`config.mk`:
```
export PLATFORM = sky130hd
export DESIGN_NAME = debouncer_multi
export DESIGN_NICKNAME = d
export VERILOG_FILES = /design/src/rtl/debouncer_multi.sv
export SDC_FILE = /design/constraint.sdc
export NUM_CORES = 1
export LEC_CHECK = 0
export ABC_CLOCK_PERIOD_IN_PS = 1300
export CORE_ASPECT_RATIO = 0.9
export CORE_UTILIZATION = 52
export DETAILED_ROUTE_END_ITERATION = 10
export PLACE_DENSITY_LB_ADDON = 0.1
export SYNTH_ARGS = -nofsm -noshare
export SYNTH_HDL_FRONTEND = slang
export SYNTH_SLANG_ARGS = --single-unit
```
`constraint.sdc`:
```
create_clock -name clk -period 1.3 [get_ports clk]
set_input_delay 0.26 -clock clk [delete_from_list [all_inputs] [get_ports clk]]
set_output_delay 0.26 -clock clk [all_outputs]
set_load 0.01 [all_outputs]
```
`src/rtl/debouncer_multi.sv`:
```
`default_nettype none
// ============================================================================
// Module      : debouncer_multi
// Description : N-channel debouncer (polarity fix, synchroniser, stability
//               filter) publishing a debounced level plus press/release strobes.
// Revision    : 1.0 - initial release
// ============================================================================
module debouncer_multi #(
    parameter int              N_CH          = 4,
    parameter int              STABLE_CYCLES = 16,
    parameter int              SYNC_STAGES   = 2,
    parameter logic [N_CH-1:0] ACTIVE_LOW    = '0
) (
    input  logic            clk,
    input  logic            reset,
    input  logic [N_CH-1:0] button,
    output logic [N_CH-1:0] result,
    output logic [N_CH-1:0] rise,
    output logic [N_CH-1:0] fall,
    output logic            changed
);

    localparam int            c_CW      = (STABLE_CYCLES > 1) ? $clog2(STABLE_CYCLES) : 1;
    localparam logic [c_CW-1:0] c_CNT_MAX = c_CW'(STABLE_CYCLES - 1);

    logic [N_CH-1:0] w_accept;
    logic            r_changed;

    generate
        for (genvar i = 0; i < N_CH; i++) begin : g_ch
            logic [SYNC_STAGES-1:0] r_sync;
            logic [c_CW-1:0]        r_cnt;
            logic                   r_result;
            logic                   r_rise;
            logic                   r_fall;
            logic                   w_s;
            logic                   w_differs;

            assign w_s         = r_sync[SYNC_STAGES-1];
            assign w_differs   = (w_s != r_result);
            assign w_accept[i] = w_differs && (r_cnt == c_CNT_MAX);

            always_ff @(posedge clk) begin
                if (reset) begin
                    r_sync <= '0;
                end else begin
                    r_sync <= {r_sync[SYNC_STAGES-2:0], button[i] ^ ACTIVE_LOW[i]};
                end
            end

            // Any sample matching the published level restarts the filter.
            always_ff @(posedge clk) begin
                if (reset) begin
                    r_cnt    <= '0;
                    r_result <= 1'b0;
                    r_rise   <= 1'b0;
                    r_fall   <= 1'b0;
                end else begin
                    r_rise <= 1'b0;
                    r_fall <= 1'b0;
                    if (!w_differs) begin
                        r_cnt <= '0;
                    end else if (w_accept[i]) begin
                        r_cnt    <= '0;
                        r_result <= w_s;
                        r_rise   <= w_s;
                        r_fall   <= ~w_s;
                    end else begin
                        r_cnt <= r_cnt + 1'b1;
                    end
                end
            end

            assign result[i] = r_result;
            assign rise[i]   = r_rise;
            assign fall[i]   = r_fall;
        end
    endgenerate

    // Registered from the same acceptance terms so it lines up with the strobes.
    always_ff @(posedge clk) begin
        if (reset) begin
            r_changed <= 1'b0;
        end else begin
            r_changed <= |w_accept;
        end
    end

    assign changed = r_changed;

endmodule
`default_nettype wire

```
---- Word-level counts from Yosys, hierarchy flattened ----
Index checks and enable logic that the tools add are counted.
word-level totals
  bits in registers ....................... 37
  latch bits .............................. 0
  memory bits (writable) .................. 0
  bits in read-only memories .............. 0
  output and inout bits ................... 13
  memories kept ........................... 0
cells by class
  add/subtract/negate cells ............... 4
  multipliers ............................. 0
  divide/modulo/power cells ............... 0
  magnitude comparators ................... 0
  eq/ne operators ......................... 8
  shifts and indexed selects .............. 0
  mux-type cells .......................... 0
  bitwise gates (word level) .............. 12
  reduce and logical (&&, ||, !) cells .... 17
operators with widths
  operator                                                        number
  3-bit OR reduction                                              8
  4-bit by 1-bit adder with 4-bit output (second input constant)  4
  4-bit equality test (second input constant)                     4
  1-bit NOT                                                       12
  2-bit AND reduction                                             4
  1-bit logical AND                                               4
  1-bit != test                                                   4
  4-bit OR reduction                                              1

---- Depth between registers and ports, before layout ----
Gate-level depths: netlist of run 1.
  word-level depth ........................ 4
  mapped depth ............................ 4

---- Worst setup path after synthesis of run 1 ----
OpenSTA, ideal clock, no wires.
  path type ............................... reg-to-reg
  start ................................... register g_ch[0].r_cnt[0]
  end ..................................... register g_ch[0].r_cnt[3]
  data arrival time ....................... 1025 ps
  data required time ...................... 1238 ps
  path slack .............................. 213 ps
  cell stages (with the launch flop) ...... 4
  buffers on the path ..................... 0
  cell sequence ........................... dfxtp_1 ha_1 a311o_2 nor2_2
on the way
  cells in the longest elaborated chain, start to end .. 3
ends and longest elaborated chain
  what                                                                            RTL line  source
  from (decl)                                                                     32        logic [c_CW-1:0] r_cnt;
  from (signal assigned)                                                          69        r_cnt <= r_cnt + 1'b1;
  branches (longest 3 deep; another with 4-bit by 1-bit adder with 4-bit output)  -
Parallel ways; which one is timed is not known.
A chain may end at the register's enable or synchronous reset.

---- Final worst setup path of run 1 ----
  start ................................... register g_ch[2].r_result
  end ..................................... output port result[2]
RTL lines
  what                    RTL line  source
  from (decl)             33        logic r_result;
  from (signal assigned)  65        r_result <= w_s;
  to (decl)               17        output logic [N_CH-1:0] result,
No word-level cell between the ends.

==> results of run 1 <==
## how the worst min path moves through the flow
stage	endpoint	slack (ps)	cells after the start
final	g_ch[2].r_sync[1]$_SDFF_PP0_	440	1
after global routing	g_ch[3].r_sync[0]$_SDFF_PP0_	450	2
after CTS	g_ch[2].r_sync[1]$_SDFF_PP0_	440	1
after detailed placement	g_ch[2].r_sync[1]$_SDFF_PP0_	430	1
after global placement	g_ch[1].r_sync[1]$_SDFF_PP0_	420	1
after floorplan	g_ch[0].r_sync[0]$_SDFF_PP0_	390	1
## layout make-up
type	count	share of cell area
sequential	37	0.473
multi-input combinational	71	0.330
timing repair buffer	22	0.129
clock buffer	7	0.0349
tap	28	0.0222
inverter	4	0.00953
## through the flow
step                setup TNS [ps]  worst slack, ps  power (mW)   util  instance area (um2)
floorplan                        0              213        1.22      -                 1360
global placement             -1630             -126        1.25  0.614                 1520
detailed placement           -2160             -155        1.25  0.614                 1520
CTS                              0             24.6        1.84  0.632                 1560
global route                 -57.5            -31.4        1.91  0.638                 1580
finish                           0             51.4        1.83  0.638                 1580
## sequential cells by signal, summed over array words and instances (netlist names)
register       cells
g_ch.r_result      4
g_ch.r_rise        4
g_ch.r_fall        4
g_ch.r_sync        8
g_ch.r_cnt        16
changed            1
## power by group through the flow
stage / registers (mW) / clock network [mW] / logic (mW)
after CTS: 1.16 / 0.617 / 0.0687
after floorplan: 1.18 / 0 / 0.0358
final: 1.16 / 0.600 / 0.0694
after global routing: 1.16 / 0.669 / 0.0781
after global placement: 1.18 / 0 / 0.0663
after detailed placement: 1.18 / 0 / 0.0682
## what timing repair did
action | CTS | global route
hold buffers | 0 | 0
resized for setup | 17 | 6
endpoints found under the setup margin | 13 | 6
## layout by cell type, fill, tap and decap left out, types with 2 or more instances in the layout
cell type,count
o22ai_1,2
nor2_1,15
inv_1,4
dlygate4sd2_1,11
ha_1,4
nor4b_2,3
mux2i_1,4
nand3_1,8
xnor2_1,8
xor2_1,4
dfxtp_1,33
clkdlybuf4s50_1,5
dfxtp_2,4
clkbuf_4,5
a311o_1,3
nor4b_1,5
buf_4,3
nor2b_1,8
nor3_1,4
## routing by layer
metal	vias up	wire length (um)	GRT usage
met4	0	62	0.134
met2	22	998	0.305
met1	396	929	0.192
li1	446	-	-
met3	7	101	0.0541
met5	-	0	0
## kinds of logic (layout without fill, tap and decap cells)
family | count (synthesis) | count (layout)
adder cells (fa/ha/maj) | 4 | 4
XOR/XNOR | 12 | 12
flip-flops | 37 | 37
multiplexers | 4 | 4
AND/OR/NAND/NOR | 44 | 44
buffers and inverters | 19 | 33
AO/OA/AOI/OAI | 7 | 7
==> flow_metrics.py, run 1 <==
metrics = {
    "outcome": {
        "status": "completed",
    },
    "route": {
        "wire_per_inst_um": 12.4,
        "via_count": 871,
        "drcViolationCount": 0,
        "vias_per_cell": 5.15,
        "finalWirelength_um": 2090,
        "detail-route-antenna-nets": 0,
        "drt_iter0_drc": 13,
        "dr.pass1.iters": 4,
    },
    "floorplan": {
        "dieArea_mm2": 0.00283,
        "rows": 17,
        "fp.dieH_um": 50.5,
        "die_w_um": 55.9,
        "initial_core_util": 0.552,
        "core_area_mm2": 0.00247,
        "io_pins": 19,
    },
    "clocking": {
        "path_clk_slew_ps": 100,
        "numCtsBuffers": 5,
        "clock_path_buffers": 2,
        "cts_sinks": 37,
        "post_cts_buffers": 0,
        "cts_root_buffer": "clkbuf_4",
        "cts_tree": "yes",
        "h-tree-depth": 2,
        "insertion_delay_ps": 340,
    },
    "placed_design": {
        "gp_congestion": 0.682,
        "portBuffers": 18,
        "dp_hpwl_um": 1440,
        "numPlacedInstances": 162,
    },
    "synthesis": {
        "yosysSeqAreaShare": 0.544,
        "synth_cell_types": 19,
        "synth_top_area_cell": "dfxtp_1",
        "syn_nets": 137,
        "synth_xor_area_frac": 0.0772,
        "synth_compound_area_frac": 0.0469,
        "synthTopCellsByCount": "dfxtp_1 (37), nor2_1 (15), buf_4 (12)",
        "synth_most_common_cell": "dfxtp_1",
        "synth_ff_type": "dfxtp_1",
        "synthArstFlopShare": 0,
        "synth-simple-area-share": 0.178,
        "yosys_warnings": 0,
        "syn_area_per_cell_um2": 10.7,
        "synth.area.top_cells": "dfxtp_1 (54%), buf_4 (6.6%), nor4b_1 (5.1%)",
        "synthCells": 127,
        "synth_edf_count": 0,
        "muxShareOfSynthArea": 0.0294,
        "synth_seq_cells": 37,
        "synth_top_family_by_area": "simple AND/OR/NAND/NOR gates",
        "synth_top_area_frac": 0.544,
        "synth_fa_ha_area_frac": 0.0368,
        "syn-cell-area_mm2": 0.00136,
    },
    "setup_path": {
        "worstSetupEndpointType": "output port",
        "critPathMaxStageDelay_ps": 380,
        "ff2ff_path_depth": 4,
        "crit_arrival_ps": 990,
        "cp.required_ps": 1040,
        "path_buf_inv": 1,
        "path_class": "flop to output port",
        "crit_path_end": "result[2]",
        "worst-path-stages": 1,
        "slowest_stage": "dfxtp_2",
        "cp_max_fo": 5,
        "crit_path_start": "g_ch[2].r_result$_SDFFE_PP0P_",
        "reg2reg_to": "changed$_SDFF_PP0_",
        "critPathTopFamily": "flip-flops",
        "path_cells": "dlygate4sd2_1",
        "startpoint_type": "flop",
        "r2r-start": "g_ch[0].r_cnt[0]$_SDFF_PP0_",
        "rrSetupSlack_ps": 90,
    },
    "global_routing": {
        "antenna_found_initial": 0,
        "grt_max_degree": 22,
        "grt_pass1_vias": 828,
        "grt-ovfl-total": 0,
        "grt_usage": 0.180,
        "grt_pass1_wl_um": 3640,
    },
    "cells_and_area": {
        "final_net_count": 151,
        "final_cells": 169,
        "fillers": 221,
        "register_area_um2": 746,
        "drive_above_1_share": 0.149,
        "multi_input_area_um2": 520,
        "antenna_cells": 0,
        "areaGrowthSynthToFinish_pct": 15.7,
    },
    "pwr": {
        "swShare": 0.210,
        "p_switching_mw": 0.383,
        "p_leak_nw": 0.644,
        "seq_power_share": 0.634,
        "p_int_mw": 1.44,
        "clock_power_share": 0.328,
        "combinationalPowerShare": 0.038,
        "vdd_drop_max_mv": 0.803,
        "pwr_density_cell_mw_per_mm2": 1160,
    },
    "min_path": {
        "hp-start": "g_ch[2].r_sync[0]$_SDFF_PP0_",
        "hold_class": "flop to flop",
    },
    "timing": {
        "drv_slew": 0,
        "rsz0062_at_grt": "true",
        "min_period_over_period": 0.960,
        "clock.fmax_mhz": 801,
        "tightest_slew_ps": 306,
        "skew_ps": 6.09,
        "finalSetupViolations": 0,
        "whs_ps": 439,
        "period_needed_ps": 1250,
        "hold_viol": 0,
        "max_slew_margin": 0.794,
    },
    "run": {
        "max_cap_viol_count": 0,
    },
}
(Power assumes the default switching activity.)
==> run 2: changes to the inputs <==
--- a/config.mk
+++ b/config.mk
@@ -5,10 +5,12 @@
 export SDC_FILE = /design/constraint.sdc
 export NUM_CORES = 1
 export LEC_CHECK = 0
+export ABC_AREA = 0
 export ABC_CLOCK_PERIOD_IN_PS = 1300
 export CORE_ASPECT_RATIO = 0.9
 export CORE_UTILIZATION = 52
 export DETAILED_ROUTE_END_ITERATION = 10
+export GPL_ROUTABILITY_DRIVEN = 0
 export PLACE_DENSITY_LB_ADDON = 0.1
 export SYNTH_ARGS = -nofsm -noshare
 export SYNTH_HDL_FRONTEND = slang
==> results of run 2 <==
Final layout, timing and power as in run 1 (identical DEF).
